--- src/rtl/id_issue_stage_pkg.sv ---
// Shared decode definitions for the ID/issue stage: RV32I opcodes, ALU-select
// codes, immediate formats and the combinational decoder.
package id_issue_stage_pkg;

    localparam logic [6:0] EXE_OP_IMM = 7'b0010011;
    localparam logic [6:0] EXE_OP     = 7'b0110011;
    localparam logic [6:0] EXE_LUI    = 7'b0110111;
    localparam logic [6:0] EXE_AUIPC  = 7'b0010111;
    localparam logic [6:0] EXE_JAL    = 7'b1101111;
    localparam logic [6:0] EXE_JALR   = 7'b1100111;
    localparam logic [6:0] EXE_BRANCH = 7'b1100011;
    localparam logic [6:0] EXE_LOAD   = 7'b0000011;
    localparam logic [6:0] EXE_STORE  = 7'b0100011;

    // alusel[4:3] class; CLS_SEL means alusel is a whole SEL_* code
    typedef enum logic [1:0] {
        CLS_SEL    = 2'b00,
        CLS_ALU    = 2'b01,
        CLS_BRANCH = 2'b10,
        CLS_LOAD   = 2'b11
    } alu_cls_e;

    localparam logic [4:0] SEL_NOP   = 5'd0;
    localparam logic [4:0] SEL_LUI   = 5'd1;
    localparam logic [4:0] SEL_AUIPC = 5'd2;
    localparam logic [4:0] SEL_JAL   = 5'd3;
    localparam logic [4:0] SEL_JALR  = 5'd4;
    localparam logic [4:0] SEL_SB    = 5'd5;
    localparam logic [4:0] SEL_SH    = 5'd6;
    localparam logic [4:0] SEL_SW    = 5'd7;

    typedef enum logic [2:0] {IMM_NONE, IMM_I, IMM_S, IMM_B, IMM_U, IMM_J} imm_fmt_e;

    typedef struct packed {
        logic       re1;
        logic       re2;
        logic       we;
        logic [4:0] alusel;
        imm_fmt_e   fmt;
    } dec_t;

    function automatic dec_t decode(input logic [31:0] inst);
        dec_t       d;
        logic [2:0] f3;
        f3 = inst[14:12];
        d  = '{re1: 1'b0, re2: 1'b0, we: 1'b0, alusel: SEL_NOP, fmt: IMM_NONE};
        case (inst[6:0])
            EXE_OP_IMM: d = '{1'b1, 1'b0, 1'b1, {CLS_ALU, f3},    IMM_I};
            EXE_OP:     d = '{1'b1, 1'b1, 1'b1, {CLS_ALU, f3},    IMM_NONE};
            EXE_LUI:    d = '{1'b0, 1'b0, 1'b1, SEL_LUI,          IMM_U};
            EXE_AUIPC:  d = '{1'b0, 1'b0, 1'b1, SEL_AUIPC,        IMM_U};
            EXE_JAL:    d = '{1'b0, 1'b0, 1'b1, SEL_JAL,          IMM_J};
            EXE_JALR:   d = '{1'b1, 1'b0, 1'b1, SEL_JALR,         IMM_I};
            EXE_BRANCH: d = '{1'b1, 1'b1, 1'b0, {CLS_BRANCH, f3}, IMM_B};
            EXE_LOAD:   d = '{1'b1, 1'b0, 1'b1, {CLS_LOAD, f3},   IMM_I};
            EXE_STORE:
                if (f3 <= 3'b010)
                    d = '{1'b1, 1'b1, 1'b0, SEL_SB + {2'b00, f3}, IMM_S};
            default: ;
        endcase
        return d;
    endfunction

    function automatic logic [31:0] imm_gen(input imm_fmt_e fmt, input logic [31:0] inst);
        case (fmt)
            IMM_I:   return {{20{inst[31]}}, inst[31:20]};
            IMM_S:   return {{20{inst[31]}}, inst[31:25], inst[11:7]};
            IMM_B:   return {{19{inst[31]}}, inst[31], inst[7], inst[30:25], inst[11:8], 1'b0};
            IMM_U:   return {inst[31:12], 12'b0};
            IMM_J:   return {{11{inst[31]}}, inst[31], inst[19:12], inst[20], inst[30:21], 1'b0};
            default: return 32'd0;
        endcase
    endfunction

endpackage

--- src/rtl/id_issue_stage_fwd_mux.sv ---
// Per-source-operand resolver: immediate, x0, forwarding (lowest index wins)
// or regfile data; flags a hazard when the matching source is a load in flight.
module id_fwd_mux #(
    parameter int XLEN    = 32,
    parameter int REG_AW  = 5,
    parameter int NUM_FWD = 2
) (
    input  logic                      i_re,
    input  logic [REG_AW-1:0]         i_addr,
    input  logic [XLEN-1:0]           i_rf_data,
    input  logic [XLEN-1:0]           i_imm,
    input  logic [NUM_FWD-1:0]        i_fwd_we,
    input  logic [NUM_FWD*REG_AW-1:0] i_fwd_wd,
    input  logic [NUM_FWD*XLEN-1:0]   i_fwd_data,
    input  logic [NUM_FWD-1:0]        i_fwd_isload,
    output logic [XLEN-1:0]           o_opr,
    output logic                      o_hazard
);

    always_comb begin
        o_opr    = i_rf_data;
        o_hazard = 1'b0;
        if (!i_re) begin
            o_opr = i_imm;
        end else if (i_addr == '0) begin
            o_opr = '0;
        end else begin
            // Walk oldest to youngest so the lowest matching index is applied last
            for (int i = NUM_FWD - 1; i >= 0; i--) begin
                if (i_fwd_we[i] && i_fwd_wd[i*REG_AW +: REG_AW] == i_addr) begin
                    o_opr    = i_fwd_data[i*XLEN +: XLEN];
                    o_hazard = i_fwd_isload[i];
                end
            end
        end
    end

endmodule

--- src/rtl/id_issue_stage.sv ---
// RV32I decode/operand-issue stage with a valid/ready ID/EX output register.
// Define ID_STALL_STATS_EN to add stall_cnt_o, a saturating load-use stall counter.
module id_issue_stage import id_issue_stage_pkg::*; #(
    parameter int XLEN    = 32,
    parameter int REG_AW  = 5,
    parameter int NUM_FWD = 2
) (
    input  logic                      clk,
    input  logic                      rst,
    input  logic                      flush_i,
    input  logic                      in_valid_i,
    output logic                      in_ready_o,
    input  logic [XLEN-1:0]           pc_i,
    input  logic [31:0]               inst_i,
    output logic                      rs1_re_o,
    output logic                      rs2_re_o,
    output logic [REG_AW-1:0]         rs1_addr_o,
    output logic [REG_AW-1:0]         rs2_addr_o,
    input  logic [XLEN-1:0]           rs1_data_i,
    input  logic [XLEN-1:0]           rs2_data_i,
    input  logic [NUM_FWD-1:0]        fwd_we_i,
    input  logic [NUM_FWD*REG_AW-1:0] fwd_wd_i,
    input  logic [NUM_FWD*XLEN-1:0]   fwd_data_i,
    input  logic [NUM_FWD-1:0]        fwd_isload_i,
    output logic                      out_valid_o,
    input  logic                      out_ready_i,
    output logic [4:0]                alusel_o,
    output logic [XLEN-1:0]           opr1_o,
    output logic [XLEN-1:0]           opr2_o,
    output logic [XLEN-1:0]           opr3_o,
    output logic [XLEN-1:0]           opr4_o,
    output logic [REG_AW-1:0]         wd_o,
    output logic                      wreg_o,
    output logic                      hazard_o
`ifdef ID_STALL_STATS_EN
    ,
    output logic [31:0]               stall_cnt_o
`endif
);

    dec_t                   w_dec;
    logic [XLEN-1:0]        w_imm;
    logic [1:0]             w_re;
    logic [1:0]             w_hz;
    logic [1:0][REG_AW-1:0] w_addr;
    logic [1:0][XLEN-1:0]   w_rf;
    logic [1:0][XLEN-1:0]   w_opr;
    logic                   w_hazard;
    logic                   w_capture;

    logic                   r_valid;
    logic [4:0]             r_alusel;
    logic [XLEN-1:0]        r_opr1, r_opr2, r_opr3, r_opr4;
    logic [REG_AW-1:0]      r_wd;
    logic                   r_wreg;

    assign w_dec  = decode(inst_i);
    assign w_imm  = XLEN'($signed(imm_gen(w_dec.fmt, inst_i)));
    assign w_re   = {w_dec.re2, w_dec.re1};
    assign w_addr = {REG_AW'(inst_i[24:20]), REG_AW'(inst_i[19:15])};
    assign w_rf   = {rs2_data_i, rs1_data_i};

    for (genvar g = 0; g < 2; g++) begin : g_opr
        id_fwd_mux #(.XLEN(XLEN), .REG_AW(REG_AW), .NUM_FWD(NUM_FWD)) u_fwd_mux (
            .i_re         (w_re[g]),
            .i_addr       (w_addr[g]),
            .i_rf_data    (w_rf[g]),
            .i_imm        (w_imm),
            .i_fwd_we     (fwd_we_i),
            .i_fwd_wd     (fwd_wd_i),
            .i_fwd_data   (fwd_data_i),
            .i_fwd_isload (fwd_isload_i),
            .o_opr        (w_opr[g]),
            .o_hazard     (w_hz[g])
        );
    end

    assign rs1_re_o   = w_dec.re1;
    assign rs2_re_o   = w_dec.re2;
    assign rs1_addr_o = w_addr[0];
    assign rs2_addr_o = w_addr[1];

    assign w_hazard   = in_valid_i & (|w_hz);
    assign hazard_o   = w_hazard;
    assign in_ready_o = ~w_hazard & (~r_valid | out_ready_i);
    assign w_capture  = in_valid_i & in_ready_o & ~flush_i;

    always_ff @(posedge clk) begin
        if (rst || flush_i) begin
            r_valid  <= 1'b0;
            r_alusel <= '0;
            r_opr1   <= '0;
            r_opr2   <= '0;
            r_opr3   <= '0;
            r_opr4   <= '0;
            r_wd     <= '0;
            r_wreg   <= 1'b0;
        end else if (w_capture) begin
            r_valid  <= 1'b1;
            r_alusel <= w_dec.alusel;
            r_opr1   <= w_opr[0];
            r_opr2   <= w_opr[1];
            r_opr3   <= (w_dec.re1 && w_dec.re2) ? w_imm : '0;
            r_opr4   <= pc_i;
            r_wd     <= w_dec.we ? REG_AW'(inst_i[11:7]) : '0;
            r_wreg   <= w_dec.we;
        end else if (out_ready_i) begin
            r_valid  <= 1'b0;
        end
    end

    assign out_valid_o = r_valid;
    assign alusel_o    = r_alusel;
    assign opr1_o      = r_opr1;
    assign opr2_o      = r_opr2;
    assign opr3_o      = r_opr3;
    assign opr4_o      = r_opr4;
    assign wd_o        = r_wd;
    assign wreg_o      = r_wreg;

`ifdef ID_STALL_STATS_EN
    logic [31:0] r_stall_cnt;

    always_ff @(posedge clk) begin
        if (rst)
            r_stall_cnt <= '0;
        else if (w_hazard && r_stall_cnt != 32'hFFFF_FFFF)
            r_stall_cnt <= r_stall_cnt + 32'd1;
    end

    assign stall_cnt_o = r_stall_cnt;
`endif

endmodule

--- config.mk ---
export PLATFORM = sky130hd
export DESIGN_NAME = id_issue_stage
export DESIGN_NICKNAME = d
export VERILOG_FILES = /design/src/rtl/id_issue_stage_pkg.sv /design/src/rtl/id_issue_stage_fwd_mux.sv /design/src/rtl/id_issue_stage.sv
export SDC_FILE = /design/constraint.sdc
export NUM_CORES = 1
export LEC_CHECK = 0
export CORE_MARGIN = 1
export CORE_UTILIZATION = 30
export CTS_CLUSTER_SIZE = 10
export DETAILED_ROUTE_END_ITERATION = 6
export PLACE_DENSITY_LB_ADDON = 0.12
export RECOVER_POWER = 50
export SLEW_MARGIN = 0
export SYNTH_ARGS = -nofsm -noshare
export SYNTH_HDL_FRONTEND = slang
export SYNTH_HIERARCHICAL = 1
export SYNTH_SLANG_ARGS = --single-unit
--- constraint.sdc ---
create_clock -name clk -period 4.75 [get_ports clk]
set_input_delay 1.425 -clock clk [delete_from_list [all_inputs] [get_ports clk]]
set_output_delay 1.425 -clock clk [all_outputs]
set_load 0.03 [all_outputs]
# ---- After elaboration in Yosys (flattened, before gate mapping)
# Index checks and enable logic that the tools add are counted.
dict set report word_totals {
  out_inout_bits 154
  word_cells 69
  register_bits 140
}
dict set report op_classes {
  addsub 1
  eq_ne 18
  reduce_logical 10
  mux 23
  n_lt_le_gt_ge 1
  bitwise_logic 8
}
# op n
set ops {}
lappend ops {{$mux 32} 9}
lappend ops {{$pmux 32 s5} 1}
lappend ops {{$pmux 11 s9} 1}
lappend ops {{$eq 7x6->1 const B} 3}
lappend ops {{$eq 7x7->1 const B} 3}
lappend ops {{$eq 5x5->1} 4}
lappend ops {{$eq 7x5->1 const B} 2}
lappend ops {{$mux 11} 1}
lappend ops {{$logic_not 5->1} 2}
lappend ops {{$mux 1} 10}
lappend ops {{$eq 7x2->1 const B} 1}
lappend ops {{$eq 3x2->1 const B} 2}
lappend ops {{$eq 3x3->1 const B} 2}
lappend ops {{$logic_and 1x1->1} 5}
lappend ops {{$mux 5} 1}
lappend ops {{$add 3x3->4 const A} 1}
lappend ops {{$and 1x1->1} 4}
lappend ops {{$eq 3x1->1 const B} 1}
lappend ops {{$le 3x2->1 const B} 1}
lappend ops {{$not 1->1} 3}
lappend ops {{$reduce_bool 2->1} 1}
lappend ops {{$reduce_or 2->1} 1}
lappend ops {{$logic_or 1x1->1} 1}
lappend ops {{$or 1x1->1} 1}

# ---- Logic depth before layout (Yosys ltp)
dict set report logic_depth {
  depth_word 13
  depth_mapped 17
}

# ---- Modules after synthesis
# The synthesis kept the hierarchy.
# module seq_area_each_um2 area_per_inst_um2 cells_each instances
set by_module_without_submodules {}
lappend by_module_without_submodules {id_issue_stage 2802.7 5606.6 661 1}
lappend by_module_without_submodules {id_fwd_mux 0.0 1481.4 206 2}

# ---- Least setup slack after synthesis
# No wires, ideal clock.
dict set report synth_timing {
  kind {input port to output port}
  from {in inst_i[4]}
  to {out in_ready_o}
  cell_stages 11
  t_arrival_ns 3.775
  path_slack_ns -0.450
  required_ns 3.325
  path_buffers 2
  path_cell_list {buf_2 nand2b_1 nor2_1 o31ai_1 and2_1 clkbuf_1 o21a_1 a21boi_1 nor2_1 nor2b_1 nor2b_1}
}
dict set report synth_via {
  elab_chain_cells 7
  elab_cells_between_ends 16
  cone_classes {9 x eq/ne; 3 x mux; 3 x bitwise; 1 x reduce/logical}
}
# item line
set synth_lines {}
lappend synth_lines {{from (decl)} id_issue_stage.sv:14} ;# input logic [31:0] inst_i,
lappend synth_lines {{$eq 7x6->1, or another cell as far along} id_issue_stage_pkg.sv:47} ;# case (inst[6:0])
lappend synth_lines {{$pmux 11 s9 *} id_issue_stage_pkg.sv:47}
lappend synth_lines {{named net rs1_re_o} id_issue_stage.sv:15} ;# output logic rs1_re_o,
lappend synth_lines {{$mux 1 *} id_issue_stage_fwd_mux.sv:23} ;# if (!i_re) begin
lappend synth_lines {{named net w_hz[0]} id_issue_stage.sv:44} ;# logic [1:0] w_hz;
lappend synth_lines {{$reduce_or 2->1 *} id_issue_stage.sv:83} ;# assign w_hazard = in_valid_i & (|w_hz);
lappend synth_lines {{$and 1x1->1 *} id_issue_stage.sv:83}
lappend synth_lines {{named net hazard_o} id_issue_stage.sv:34} ;# output logic hazard_o
lappend synth_lines {{$not 1->1 *} id_issue_stage.sv:85} ;# assign in_ready_o = ~w_hazard & (~r_valid | out_ready_i);
lappend synth_lines {{$and 1x1->1 *} id_issue_stage.sv:85}
lappend synth_lines {{to (decl)} id_issue_stage.sv:12} ;# output logic in_ready_o,
# The timed path passes the listed nets; every way through them passes the cells marked *.

# ---- Worst setup path after layout
dict set report layout_timing {
  from {in inst_i[18]}
  to {out hazard_o}
}
dict set report layout_via {
  elab_chain_cells 8
  elab_cells_between_ends 11
  cone_classes {2 x eq/ne; 4 x mux; 1 x bitwise; 4 x reduce/logical}
}
# item line
set layout_lines {}
lappend layout_lines {{$eq 5x5->1} id_issue_stage_fwd_mux.sv:30} ;# if (i_fwd_we[i] && i_fwd_wd[i*REG_AW +: REG_AW] == i_addr) begin
lappend layout_lines {{$logic_and 1x1->1} id_issue_stage_fwd_mux.sv:30}
lappend layout_lines {{$mux 1 (2 in series)} id_issue_stage_fwd_mux.sv:30}
lappend layout_lines {{$mux 1 *} id_issue_stage_fwd_mux.sv:25} ;# end else if (i_addr == '0) begin
lappend layout_lines {{$mux 1 *} id_issue_stage_fwd_mux.sv:23}
lappend layout_lines {{named net w_hz[0]} id_issue_stage.sv:44}
lappend layout_lines {{$reduce_or 2->1 *} id_issue_stage.sv:83}
lappend layout_lines {{$and 1x1->1 *} id_issue_stage.sv:83}
lappend layout_lines {{to (decl)} id_issue_stage.sv:34}
# Marks and branches as above.

==> results.ini <==
[route]
drt-initial-drc-count=631
wl_per_cell_um=21.83
drt-vias-per-instance=5.223
num_vias=9553
first_pass_iters=5
routed_wl_um=39920
drt_drc_violations_left=0
drtAntennaViolNets=0

[timing]
fin_tns_setup_ns=0
rsz0062_at_grt=yes
min_period_over_period_pct=98.89
max_slew_margin_pct=49.60
skew_ns=0.01082
hold_viol=0
tightest_slew_ns=0.7560
slew_violations=0
setup_viol=0
hold_slack_ns=0.4450
max_freq_ghz=0.2129
fin_crit_ns=4.697

[place]
port_buffers=364
place_hpwl_um=29020
gp_congestion=0.9058

[grt]
grt_pass1_wl_um=58750
grt-ovfl-total=0
grt_use_total_pct=27.02
grt_start_max_net_pins=78
antenna_found_initial=2
grt_pass1_vias=9340

[pwr]
seq_power_share_pct=37.4
clockPowerShare_pct=41.7
powerDensity_nw_per_um2=235.0
p_int_mw=2.214
swShare_pct=30.47
ir_drop_uv=178.7
p_leak_nw=5.553
pwr-share-comb_pct=20.9
power.switching_mw=0.9701

[synth]
syn-instance-count=1073
ys_warn_count=6
synth_edf_count=0
synth-seq-area-share_pct=32.71
synth-seq-cells=140
syn_area_sq_um=8569
synth_nets=1286
yosysUniqueCellTypes=68
synth_area_per_cell_sq_um=7.986
async_reset_ff_share_pct=0
ys.flop_type=dfxtp_1

[floorplanning]
dieHeight_um=171.0
core.rowCount=61
start_util_pct=30.68
die_area_sq_um=29240
io_pins=365
core_sq_um=27930
fp.dieW_um=171.0

[setup_path]
crit_buf_inv=3
end_kind=output pin
slowest_delay_ns=0.39
cp_common_cell=buf_6
arrival_ns=3.27
cp.required_ns=3.32
cpMaxStageDelayCell=or3b_1
cp_top_family=simple AND/OR/NAND/NOR gates
crit_chain=clkdlybuf4s15_2, xor2_1, nor4_4, nand3_4, or3b_1, a21boi_2, nor2_2, nor2b_4, buf_6, buf_6
path_max_fanout=4
cp-start-kind=input port
critPathKind=input port to output pin

[hold_path]
hold_class=register to register

[clock_tree]
cts_root_buf=clkbuf_16
cts_sinks=140
cts_tree=yes
clockBufferDepth=2
worstSkewPairLatency_ns=0.43
h-tree-depth=4
path_clk_slew_ns=0.07
cts_buffers=17
ctsHoldBuffers=0

[run]
max_cap_violations=0

[final_layout]
layout_commonest_cell=nand2_1
drive_gt1_share_pct=17.03
fill_cells=2709
layout.cells.most_common_list=nand2_1 (208), clkdlybuf4s50_1 (191), dlygate4sd3_1 (146), dfxtp_1 (140), a21oi_1 (101)
syn_to_final_growth_pct=58.10
layout.nets=1650

[status]
outcome=finished clean

per-layer routing:
layer  GRT usage (%)  vias up  wire length, um
met5               0        -                0
met4           10.21        0             1150
met3           6.384       70             3361
met2           42.65      428            18100
met1           35.47     4492            17310
li1                -     4563                -
stage by stage:
step	area, sq um	utilization, %	total power [mW]	instances	setup WS [ns]
after floorplan	8588	-	1.525	1073	0.01406
after CTS	13490	48.29	3.224	1827	0.001758
after global placement	12790	45.78	1.883	1782	-0.7925
after global routing	13550	48.50	3.311	1829	-0.04135
final	13550	48.50	3.184	1829	0.05271
after detailed placement	12790	45.78	1.883	1782	-0.8108
sequential cells by signal, summed over array words and instances, names as in the netlist:
register,flops
opr3_o,32
alusel_o,5
out_valid_o,1
wreg_o,1
opr4_o,32
opr2_o,32
wd_o,5
opr1_o,32
cells by family (layout without fill, tap and decap cells):
| logic type | count (synthesis) | after routing | synth area share [%] |
|---|---|---|---|
| simple gates | 349 | 349 | 20.70 |
| xor+xnor | 20 | 20 | 2.044 |
| fa+ha+maj | 2 | 2 | 0.2920 |
| other cells | 0 | 1 | 0 |
| flops | 140 | 140 | 32.71 |
| buf+inv | 172 | 549 | 9.783 |
| compound gates | 390 | 390 | 34.47 |
synthesized netlist by cell type (all sizes together), types with 2 or more instances:
| master | n | area (sq um) |
|---|---|---|
| nor2 | 19 | 81.33 |
| o211ai | 2 | 15.01 |
| a21o | 38 | 285.3 |
| nor2b | 8 | 50.05 |
| xnor2 | 12 | 105.1 |
| nand4 | 2 | 12.51 |
| nor3 | 3 | 20.02 |
| o22ai | 66 | 419.2 |
| buf | 39 | 279.0 |
| xor2 | 8 | 70.07 |
| nand2 | 208 | 780.8 |
| and2b | 8 | 61.31 |
| o31ai | 3 | 22.52 |
| a22o | 19 | 166.4 |
| a221oi | 64 | 935.9 |
| o21a | 3 | 22.52 |
| a32o | 2 | 20.02 |
| dfxtp | 140 | 2803 |
| nand3 | 6 | 60.05 |
| o21bai | 2 | 18.77 |
| a32oi | 2 | 17.52 |
| a31oi | 2 | 18.77 |
| inv | 66 | 247.7 |
| or3b | 3 | 28.78 |
| ha | 2 | 25.02 |
| a211oi | 2 | 15.01 |
| a2bb2oi | 2 | 17.52 |
| nor4 | 2 | 42.54 |
| nor3b | 2 | 37.54 |
| or4 | 2 | 17.52 |
| a21boi | 2 | 15.01 |
| clkbuf | 67 | 311.6 |
| o21ai | 70 | 350.3 |
| and3 | 68 | 430.4 |
| a22oi | 5 | 37.54 |
| or2 | 5 | 31.28 |
| and2 | 3 | 18.77 |
| a21oi | 103 | 530.5 |
| nand2b | 3 | 18.77 |
final timing paths:
check              startpoint          to  slack [ns]  depth (start not counted)
setup reg to reg  out_valid_o  opr3_o[23]        3.00                          7
setup / recovery   inst_i[18]    hazard_o        0.05                         10
hold reg to reg    opr3_o[25]  opr3_o[25]        0.44                          1
hold / removal     opr3_o[25]  opr3_o[25]        0.44                          1
power groups by stage:
stage                     registers, mW  clock network [mW]  logic, mW
final                              1.19                1.33      0.666
after global routing               1.19                1.41      0.709
after CTS                          1.19                1.36      0.670
after detailed placement           1.22                   0      0.664
after global placement             1.22                   0      0.665
after floorplan                    1.24                   0      0.282
worst reg2reg max path: stages (launching register included):
cell and delay (ns):
dfxtp_1 0.33, nand2b_1 0.11, buf_4 0.18, and4b_2 0.34
o2111ai_4 0.21, nor3b_4 0.29, buf_12 0.17, a21o_1 0.08
timing repair:
action	4_1_cts	5_1_grt
resized for setup	58	20
pin swaps	16	14
setup endpoints to repair	3	92
setup buffers	13	2
layout make-up:
class	count	area, sq um	area share [%]
tap	378	473.0	3.491
multi-input combinational	761	5080	37.50
inverter	66	247.7	1.829
timing repair buffer	451	4378	32.31
clock inverter	14	125.1	0.9235
antenna	1	2.502	0.01847
clock buffer	18	439.2	3.242
sequential	140	2803	20.69
(Power assumes the default switching activity.)
